==> config.mk <==
export PLATFORM = sky130hd
export DESIGN_NAME = dccm_port_arbiter
export DESIGN_NICKNAME = d
export VERILOG_FILES = /design/src/rtl/dccm_port_arbiter.sv
export SDC_FILE = /design/constraint.sdc
export NUM_CORES = 1
export LEC_CHECK = 0
export CORE_AREA = 2 2 141 143
export CTS_CLUSTER_DIAMETER = 150
export CTS_CLUSTER_SIZE = 30
export DETAILED_ROUTE_END_ITERATION = 10
export DIE_AREA = 0 0 143 145
export MAX_ROUTING_LAYER = met4
export PLACE_DENSITY_LB_ADDON = 0.05
export SLEW_MARGIN = 5
export SYNTH_ARGS = -nofsm -noshare
export SYNTH_HDL_FRONTEND = slang
export SYNTH_SLANG_ARGS = --single-unit
==> constraint.sdc <==
create_clock -name clk -period 3.3 [get_ports clk]
set_clock_uncertainty 0.15 [all_clocks]
set_input_delay 0.66 -clock clk [delete_from_list [all_inputs] [get_ports clk]]
set_output_delay 0.66 -clock clk [all_outputs]
set_load 0.01 [all_outputs]
==> src/rtl/dccm_port_arbiter.sv <==
// dccm_port_arbiter: shares the DCCM read/write ports between the LSU (fixed priority) and a DMA/debug requester
module dccm_port_arbiter #(
  parameter int XLEN = 32,
  parameter int STARVE_LIMIT = 16
) (
  input  logic            clk,
  input  logic            rst,
  input  logic [XLEN-1:0] lsu_dccm_raddr,
  input  logic            lsu_dccm_rvalid_in,
  output logic [XLEN-1:0] lsu_dccm_rdata,
  output logic            lsu_dccm_rvalid_out,
  input  logic [XLEN-1:0] lsu_dccm_waddr,
  input  logic            lsu_dccm_wen,
  input  logic [XLEN-1:0] lsu_dccm_wdata,
  input  logic            lsu_busy,
  output logic            lsu_hold,
  input  logic            dma_req_valid,
  output logic            dma_req_ready,
  input  logic            dma_req_we,
  input  logic [XLEN-1:0] dma_req_addr,
  input  logic [XLEN-1:0] dma_req_wdata,
  output logic            dma_rsp_valid,
  input  logic            dma_rsp_ready,
  output logic [XLEN-1:0] dma_rsp_rdata,
  output logic [XLEN-1:0] dccm_raddr,
  output logic            dccm_rvalid_in,
  input  logic [XLEN-1:0] dccm_rdata,
  input  logic            dccm_rvalid_out,
  output logic [XLEN-1:0] dccm_waddr,
  output logic            dccm_wen,
  output logic [XLEN-1:0] dccm_wdata
);
  localparam int CW = STARVE_LIMIT > 0 ? $clog2(STARVE_LIMIT + 1) : 1;
  typedef enum logic [1:0] {IDLE, RD_WAIT, RSP} state_t;
  state_t          state_q;
  logic            rsp_owner_q, hold_q, hold_d, rd_hs, wr_hs;
  logic [CW-1:0]   wait_cnt_q, wait_cnt_d;
  logic [XLEN-1:0] rsp_rdata_q, dma_addr;
  assign dma_addr = dma_req_addr & ~XLEN'(3);
  assign rd_hs = dma_req_valid & ~dma_req_we & ~lsu_dccm_rvalid_in &
                 (state_q == IDLE | (state_q == RSP & dma_rsp_ready));
  assign wr_hs = dma_req_valid & dma_req_we & ~lsu_dccm_wen & ~lsu_busy;
  assign dma_req_ready = rd_hs | wr_hs;
  assign dccm_rvalid_in = lsu_dccm_rvalid_in | rd_hs;
  assign dccm_raddr = lsu_dccm_rvalid_in ? lsu_dccm_raddr : rd_hs ? dma_addr : '0;
  assign dccm_wen = lsu_dccm_wen | wr_hs;
  assign dccm_waddr = lsu_dccm_wen ? lsu_dccm_waddr : wr_hs ? dma_addr : '0;
  assign dccm_wdata = lsu_dccm_wen ? lsu_dccm_wdata : wr_hs ? dma_req_wdata : '0;
  // LSU read data is never delayed; only the valid is masked when the DMA owns the returning beat
  assign lsu_dccm_rdata = dccm_rdata;
  assign lsu_dccm_rvalid_out = dccm_rvalid_out & ~rsp_owner_q;
  assign dma_rsp_valid = state_q == RSP;
  assign dma_rsp_rdata = rsp_rdata_q;
  assign lsu_hold = hold_q;
  always_comb begin
    wait_cnt_d = (~dma_req_valid | dma_req_ready) ? '0 :
                 (32'(wait_cnt_q) < STARVE_LIMIT) ? wait_cnt_q + CW'(1) : wait_cnt_q;
    hold_d = (STARVE_LIMIT != 0) && (32'(wait_cnt_d) >= STARVE_LIMIT);
  end
  always_ff @(posedge clk) begin
    if (rst) begin
      state_q     <= IDLE;
      rsp_owner_q <= 1'b0;
      wait_cnt_q  <= '0;
      hold_q      <= 1'b0;
      rsp_rdata_q <= '0;
    end else begin
      rsp_owner_q <= rd_hs;
      wait_cnt_q  <= wait_cnt_d;
      hold_q      <= hold_d;
      if (state_q == RD_WAIT) rsp_rdata_q <= dccm_rdata;
      state_q <= rd_hs ? RD_WAIT :
                 state_q == RD_WAIT ? RSP :
                 (state_q == RSP && dma_rsp_ready) ? IDLE : state_q;
    end
  end
endmodule

# Word-level counts from Yosys, hierarchy flattened
# Cells that the tools add are included.
[op_classes] muxes=11 eq_ne=2 bitwise_logic=19 add_sub_neg=1 order_cmp=2 reduce_logical=5
[ops] cell="32-bit 2-to-1 mux" count=6
[ops] cell="5-bit 2-to-1 mux" count=2
[ops] cell="1-bit bitwise AND" count=8
[ops] cell="1-bit inverter" count=6
[ops] cell="5-bit by 1-bit adder with 5-bit output, second input constant" count=1
[ops] cell="5-bit >= comparator, second input constant" count=1
[ops] cell="5-bit < comparator, second input constant" count=1
[ops] cell="1-bit bitwise OR" count=5
[ops] cell="2-bit 2-to-1 mux" count=2
[ops] cell="3-bit nonzero test" count=1
[ops] cell="2-bit by 1-bit == test with 1-bit output, second input constant" count=1
[ops] cell="2-bit == test, second input constant" count=1
[ops] cell="2-bit logical NOT" count=1
[ops] cell="2-bit nonzero test" count=1
[ops] cell="2-bit OR reduction" count=1
[ops] cell="1-bit logical AND" count=1
[ops] cell="1-bit 2-to-1 mux" count=1
[word_totals] regBits=41 in_bits=201 elab_cells=46 out_inout_bits=166

# Longest topological paths before layout
# Gate-level depths: netlist (run 1).
[depth] word_depth=8 mapped_depth=5 mapped_depth_nobuf=4

# Worst setup path before layout (run 1)
# Ideal clock, no wire load.
[synth_timing] kind="input to output" start="in lsu_dccm_rvalid_in" end="out dccm_raddr[10]" path_buffers=2 t_required_ps=2490 arrival_ps=1773 path_slack_ps=717 cell_stages=5 path_cell_list="buf_6 > or3b_4 > nor3_4 > buf_6 > a22o_1"
[synth_between] elab_chain_len=5
[synth_rtl] element="from (decl)" line="9" text="input logic lsu_dccm_rvalid_in,"
[synth_rtl] element="1-bit inverter" line="40" text="assign rd_hs = dma_req_valid & ~dma_req_we & ~lsu_dccm_rvalid_in &"
[synth_rtl] element="1-bit bitwise AND (2 in series)" line="40"
[synth_rtl] element="32-bit 2-to-1 mux" line="45" text="assign dccm_raddr = lsu_dccm_rvalid_in ? lsu_dccm_raddr : rd_hs ? dma_addr : '0;"
[synth_rtl] element="32-bit 2-to-1 mux (*)" line="45"
[synth_rtl] element="to (decl)" line="25" text="output logic [XLEN-1:0] dccm_raddr,"
# Every way passes the cells marked *; elsewhere a longest branch is shown, timed or not.

# Final worst setup path (run 1)
[layout_timing] start="in lsu_busy" end="out dccm_waddr[2]"
[layout_between] elab_chain_len=4
[layout_rtl] element="from (decl)" line="15" text="input logic lsu_busy,"
[layout_rtl] element="1-bit inverter" line="42" text="assign wr_hs = dma_req_valid & dma_req_we & ~lsu_dccm_wen & ~lsu_busy;"
[layout_rtl] element="1-bit bitwise AND" line="42"
[layout_rtl] element="32-bit 2-to-1 mux (2 in series)" line="47" text="assign dccm_waddr = lsu_dccm_wen ? lsu_dccm_waddr : wr_hs ? dma_addr : '0;"
[layout_rtl] element="to (decl)" line="29" text="output logic [XLEN-1:0] dccm_waddr,"
# No other way between the ends.

==> results.json, run 1 <==
{
  "synth_seq_cells": 40,
  "ys_warn_count": 0,
  "antenna_cells": 0,
  "grt_first_pass_wirelength_um": 23200,
  "clk_pin_slew_worst_paths_ns": 0.06,
  "p_leak_nw": 2.85,
  "ys_seq_area_share_pct": 30.2,
  "crit_path_start_kind": "input port",
  "synthTopCellsByCount": "92 x a22o_1, 65 x nand2_1, 40 x dfxtp_1",
  "fmax_mhz": 309,
  "grt_max_degree": 66,
  "avgViaCountPerCell": 4.06,
  "synthCells": 328,
  "start_util_pct": 13.8,
  "syn-num-nets": 530,
  "die_area_um2": 20700,
  "antenna_found_initial": 2,
  "max_slew_margin_pct": 68.6,
  "finalHoldViolations": 0,
  "ctsLongestPathBuffers": 2,
  "outcome": "finished, final reports clean",
  "synth_top_area_share_pct": 30.4,
  "placeableCoreArea_um2": 19200,
  "setup_viol": 0,
  "cp_common_cell": "clkdlybuf4s50_1",
  "synth_area_um2": 2650,
  "syn_avg_cell_area_um2": 8.09,
  "irDropWorstVdd_v": 0.000157,
  "htreeDepth": 2,
  "first_pass_iters": 4,
  "synth_cell_types": 24,
  "synth_ff_type": "dfxtp_1",
  "clock_latency_ns": 0.27,
  "layout_worst_path_cycle_share_pct": 98.2,
  "path_max_fanout": 6,
  "grtUsageTotal_pct": 15.1,
  "finalCriticalPeriod_ns": 3.24,
  "setup_tns_ns": 0,
  "fp.dieW_um": 143,
  "cts_made_buffers": 5,
  "slowest_delay_ns": 0.56,
  "port_buffers": 364,
  "path_buf_inv": 3,
  "async_reset_ff_share_pct": 0,
  "num_vias": 3768,
  "synth_area_leaders": "a22o_1 30%, dfxtp_1 30%, nand2_1 9.2%",
  "io_pins": 367,
  "grt_pass1_vias": 3730,
  "die_h_um": 145,
  "final_max_slew_viol_count": 0,
  "synth_edf_count": 0,
  "drt_iter0_drc": 96,
  "cp.required_ns": 2.49,
  "cts.sink_count": 40,
  "arrival_ns": 2.43,
  "hpwl_um": 13200,
  "drc_errors": 0,
  "worst_pin_slew_ns": 0.470,
  "max_cap_viol_count": 0,
  "power-per-cell-area_nw_per_um2": 244,
  "wirelength_um": 16700,
  "cp_top_family": "buffers and inverters",
  "syn_to_final_growth_pct": 152,
  "grt.overflow.total": 0,
  "cts_tree": "yes",
  "ant_nets": 0,
  "final_layout_size_suffix_gt1_share_pct": 7.98,
  "rows": 51,
  "routedWlPerCell_um": 18.0,
  "yosys.cell_count.top_type": "a22o_1",
  "crit_path_cell_trace": "clkdlybuf4s50_1 > nor4bb_4 > buf_12 > a22o_1 > clkdlybuf4s50_1",
  "clockRootBuffer": "clkbuf_16",
  "design_power_total_w": 0.00163,
  "nets": 866,
  "cts_hold_buf": 0,
  "grt_setup_unrepaired": "yes",
  "final_cell_count_no_fill": 929,
  "cp-end-kind": "primary output",
  "placed_cells": 914,
  "yosysTopAreaCell": "a22o_1",
  "critPathSlowestCell": "clkdlybuf4s50_1",
  "worst-setup-path-type": "in2out",
  "hold_ws_ns": 0.305,
  "routabilityCongestion": 0.796,
  "hp-class": "reg2reg"
}
worst min-delay path, cell delays in order (launching register included):
cell and delay, ns:
dfxtp_1 0.31, nand2_1 0.05, a21oi_1 0.05
path summary, 6_finish.rpt:
| path | from | endpoint | slack, ns | cells after the start |
|---|---|---|---|---|
| max | lsu_busy | dccm_waddr[2] | 0.06 | 5 |
| min | dma_rsp_rdata[17] | dma_rsp_rdata[17] | 0.30 | 2 |
| max reg2reg | state_q[1] | wait_cnt_q[0] | 1.53 | 6 |
| min reg2reg | dma_rsp_rdata[17] | dma_rsp_rdata[17] | 0.30 | 2 |
layout make-up:
type                    count  area (um2)
fillers                  2005       12500
repair buffers            394        3940
multi-input cells         223        1480
flip-flops and latches     40         801
well taps                 265         332
clock buffers               5         125
clock inverters             2        12.5
where the power goes:
part,internal [W],switching [W]
logic,0.000431,0.000237
clock network,0.000274,0.000189
registers,0.000494,0.00000645
routing by layer:
layer	up-vias	track usage, %	share of wire, %
met5	-	-	0
met4	0	2.03	0.93
met3	12	3.33	8.5
met2	206	29.2	54
met1	1711	15.8	37
li1	1839	-	-
layout by cell type, fill, tap and decap left out, drive strengths merged:
| master | n |
|---|---|
| nor2b | 5 |
| nand2 | 65 |
| or3b | 1 |
| a22o | 92 |
| mux2i | 1 |
| bufbuf | 1 |
| a31oi | 1 |
| or3 | 1 |
| or2 | 1 |
| clkinvlp | 1 |
| dlygate4sd2 | 59 |
| xnor2 | 1 |
| a21oi | 33 |
| clkdlybuf4s50 | 278 |
| nor4 | 5 |
| clkinv | 1 |
| clkbuf | 8 |
| nor4bb | 1 |
| nor3 | 1 |
| nand4b | 1 |
| xor2 | 2 |
| ha | 1 |
| dlymetal6s2s | 16 |
| nand2b | 4 |
| and2 | 4 |
| nor2 | 3 |
| dfxtp | 40 |
| buf | 37 |
flip-flops by register name (all words and copies together) (netlist names):
register	flops
dma_rsp_rdata	32
lsu_hold	1
state_q	2
rsp_owner_q	1
wait_cnt_q	4
per-stage QoR:
stage | util, % | setup WS, ns | instance area (um2)
5_1_grt | 34.8 | -0.0169 | 6680
6_report | 34.8 | 0.0609 | 6680
2_1_floorplan | - | 0.717 | 2650
3_5_place_dp | 33.7 | -0.234 | 6470
4_1_cts | 34.3 | -0.0477 | 6580
3_3_place_gp | 33.7 | -0.230 | 6470
cells by family (layout without fill, tap and decap cells):
group,Yosys count,count (layout),share of synthesized area (%)
AOI/OAI and AO/OA,126,126,36.8
xor gates and xnor gates,3,3,0.990
adders and majority gates,1,1,0.471
buffers and inverters,65,401,15.1
DFF,40,40,30.2
muxes,1,1,0.377
and+or+nand+nor,92,92,16.1
repair_timing:
| action | CTS | global route |
|---|---|---|
| gates cloned | 2 | 1 |
| gates resized for setup | 98 | 21 |
| endpoints found under the setup margin | 94 | 32 |
| pin swaps | 1 | 1 |
| setup buffers | 2 | 3 |
(Power assumes the default switching activity.)
==> run 2, diff against run 1 <==
Settings changed: CORE_AREA 2 2 141 143 to 3 3 142 144, DIE_AREA 0 0 143 145 to 0 0 145 147.
Clock period 3.3 ns to 3.8 ns, I/O delays scaled along.
==> run 2 against run 1 <==
Net effect:
- flip-flop and latch count unchanged
- via count is 0.48% lower
- critical path depth increased by 1
- first-iteration DRC count is 16% lower
- sequential power decreased by 13%
- setup slack better by 0.017 ns
- largest power group unchanged
- routed wire length up 2.5%
- utilization down 0.082 points
- clock power shrank 6.0%
- non-clock buffer count fell by 17
==> results.json, run 2 (synthesized netlist as in run 1, its figures left out) <==
{
  "htreeDepth": 2,
  "start_util_pct": 14.1,
  "clockRootBuffer": "clkbuf_16",
  "clk_pin_slew_worst_paths_ns": 0.06,
  "syn_to_final_growth_pct": 146,
  "final_cell_mix": "357 x clkdlybuf4s50_1, 92 x a22o_1, 65 x nand2_1",
  "crit_path_start_kind": "input port",
  "avgViaCountPerCell": 4.13,
  "max_cap_viol_count": 0,
  "outcome": "finished, final reports clean",
  "grt_pass1_vias": 3751,
  "drc_errors": 0,
  "cts_made_buffers": 5,
  "routabilityCongestion": 0.828,
  "clock_latency_ns": 0.28,
  "num_vias": 3750,
  "nets": 849,
  "cts_hold_buf": 0,
  "die_area_um2": 21300,
  "reg2reg_depth": 4,
  "antenna_found_initial": 3,
  "grt_max_degree": 66,
  "cts_setup_buffers": 0,
  "placed_cells": 900,
  "multi_input_area_um2": 1470,
  "fp.dieW_um": 145,
  "path_max_fanout": 24,
  "drt_iter0_drc": 81,
  "setup_viol": 0,
  "grt.overflow.total": 0,
  "routedWlPerCell_um": 18.9,
  "grt_setup_unrepaired": "yes",
  "layout_commonest_cell": "clkdlybuf4s50_1",
  "p_leak_nw": 2.42,
  "max_slew_margin_pct": 51.4,
  "cts.sink_count": 40,
  "wirelength_um": 17200,
  "cp-end-kind": "primary output",
  "cp.required_ns": 2.89,
  "power-per-cell-area_nw_per_um2": 225,
  "port_buffers": 364,
  "hpwl_um": 14200,
  "ctsLongestPathBuffers": 2,
  "seqCellArea_um2": 801,
  "first_pass_iters": 6,
  "hp-start": "dma_rsp_rdata[25]",
  "ant_nets": 0,
  "final_layout_size_suffix_gt1_share_pct": 3.86,
  "hold_end": "dma_rsp_rdata[25]",
  "arrival_ns": 2.81,
  "grtUsageTotal_pct": 15.3,
  "io_pins": 367,
  "final_cell_count_no_fill": 909,
  "irDropWorstVdd_v": 0.000118,
  "placeableCoreArea_um2": 18800,
  "worst-setup-path-type": "in2out",
  "layout_worst_path_cycle_share_pct": 98.0,
  "fmax_mhz": 269,
  "reg2reg_to": "dma_rsp_rdata[5]",
  "largest_reg_flops": 32,
  "finalCriticalPeriod_ns": 3.72,
  "rows": 50,
  "die_h_um": 147,
  "cts_tree": "yes",
  "final_util_pct": 34.7,
  "finalHoldViolations": 0,
  "fillers": 1936,
  "rr_startpoint": "state_q[0]",
  "r2r_setup_slack_ns": 1.92,
  "hold_path_depth": 2,
  "grt_first_pass_wirelength_um": 24600,
  "final_max_slew_viol_count": 0,
  "worst_pin_slew_ns": 0.729,
  "hp-class": "reg2reg"
}
## run 2: cell count changes in the layout (fill, tap and decap cells not counted), moves of 3 or more
cell             change
buf_6                -3
buf_4                -8
buf_12               -4
buf_2                -7
dlymetal6s2s_1      -10
clkdlybuf4s50_1     +79
dlygate4sd2_1       -59
## run 2: per-stage QoR
| step | power (W) | area (um2) | setup slack, ns | TNS, ns | hold WS (ns) |
|---|---|---|---|---|---|
| floorplan | 0.000636 | 2650 | 1.02 | 0 | 0.321 |
| global placement | 0.00105 | 6360 | 0.0455 | 0 | 0.293 |
| detailed placement | 0.00105 | 6360 | 0.0107 | 0 | 0.297 |
| CTS | 0.00150 | 6510 | 0.00874 | 0 | 0.305 |
| global route | 0.00154 | 6530 | -0.00673 | -0.00673 | 0.322 |
| finish | 0.00147 | 6530 | 0.0775 | 0 | 0.302 |
## run 2: worst max path at each step
| stage | endpoint | slack [ns] | depth (start not counted) | startpoint |
|---|---|---|---|---|
| floorplan | dccm_raddr[10] | 1.02 | 5 | lsu_dccm_rvalid_in |
| global placement | dccm_raddr[21] | 0.05 | 6 | dma_req_valid |
| detailed placement | dccm_raddr[21] | 0.01 | 6 | dma_req_valid |
| CTS | dccm_raddr[21] | 0.009 | 6 | dma_req_valid |
| global route | dccm_raddr[15] | -0.007 | 6 | dma_req_valid |
| finish | dccm_raddr[22] | 0.08 | 6 | dma_req_valid |
## run 2: final cells by class
class / instances / share of cell area (%)
timing repair buffer: 377 / 57.9
clock buffer: 7 / 2.34
sequential: 40 / 12.3
tap: 260 / 4.98
multi-input combinational: 223 / 22.5
antenna: 2 / 0.0766
## run 2: report_power, final
group,total (W),switching (W),internal [W]
sequential,0.000434,0.00000551,0.000429
clock,0.000435,0.000159,0.000275
combinational,0.000604,0.000209,0.000395
total,0.00147,0.000374,0.00110
## run 2: timing repair
item                                   4_1_cts  5_1_grt
resized for setup                            0        7
setup endpoints to repair                    0        8
endpoints found under the hold margin        0        0
## run 2: metal layers
layer  routed length (um)  global-route usage (%)
met3                 1120                    4.41
met1                 6410                    16.0
met5                    0                       -
met2                 9260                    28.3
met4                  374                    3.80
## run 2: worst max-delay path, cell delays in order
cell and delay, ns:
clkdlybuf4s50_1 0.51, or3b_4 0.41, nor3_4 0.19, buf_12 0.21, a22o_1 0.15, clkdlybuf4s50_1 0.57
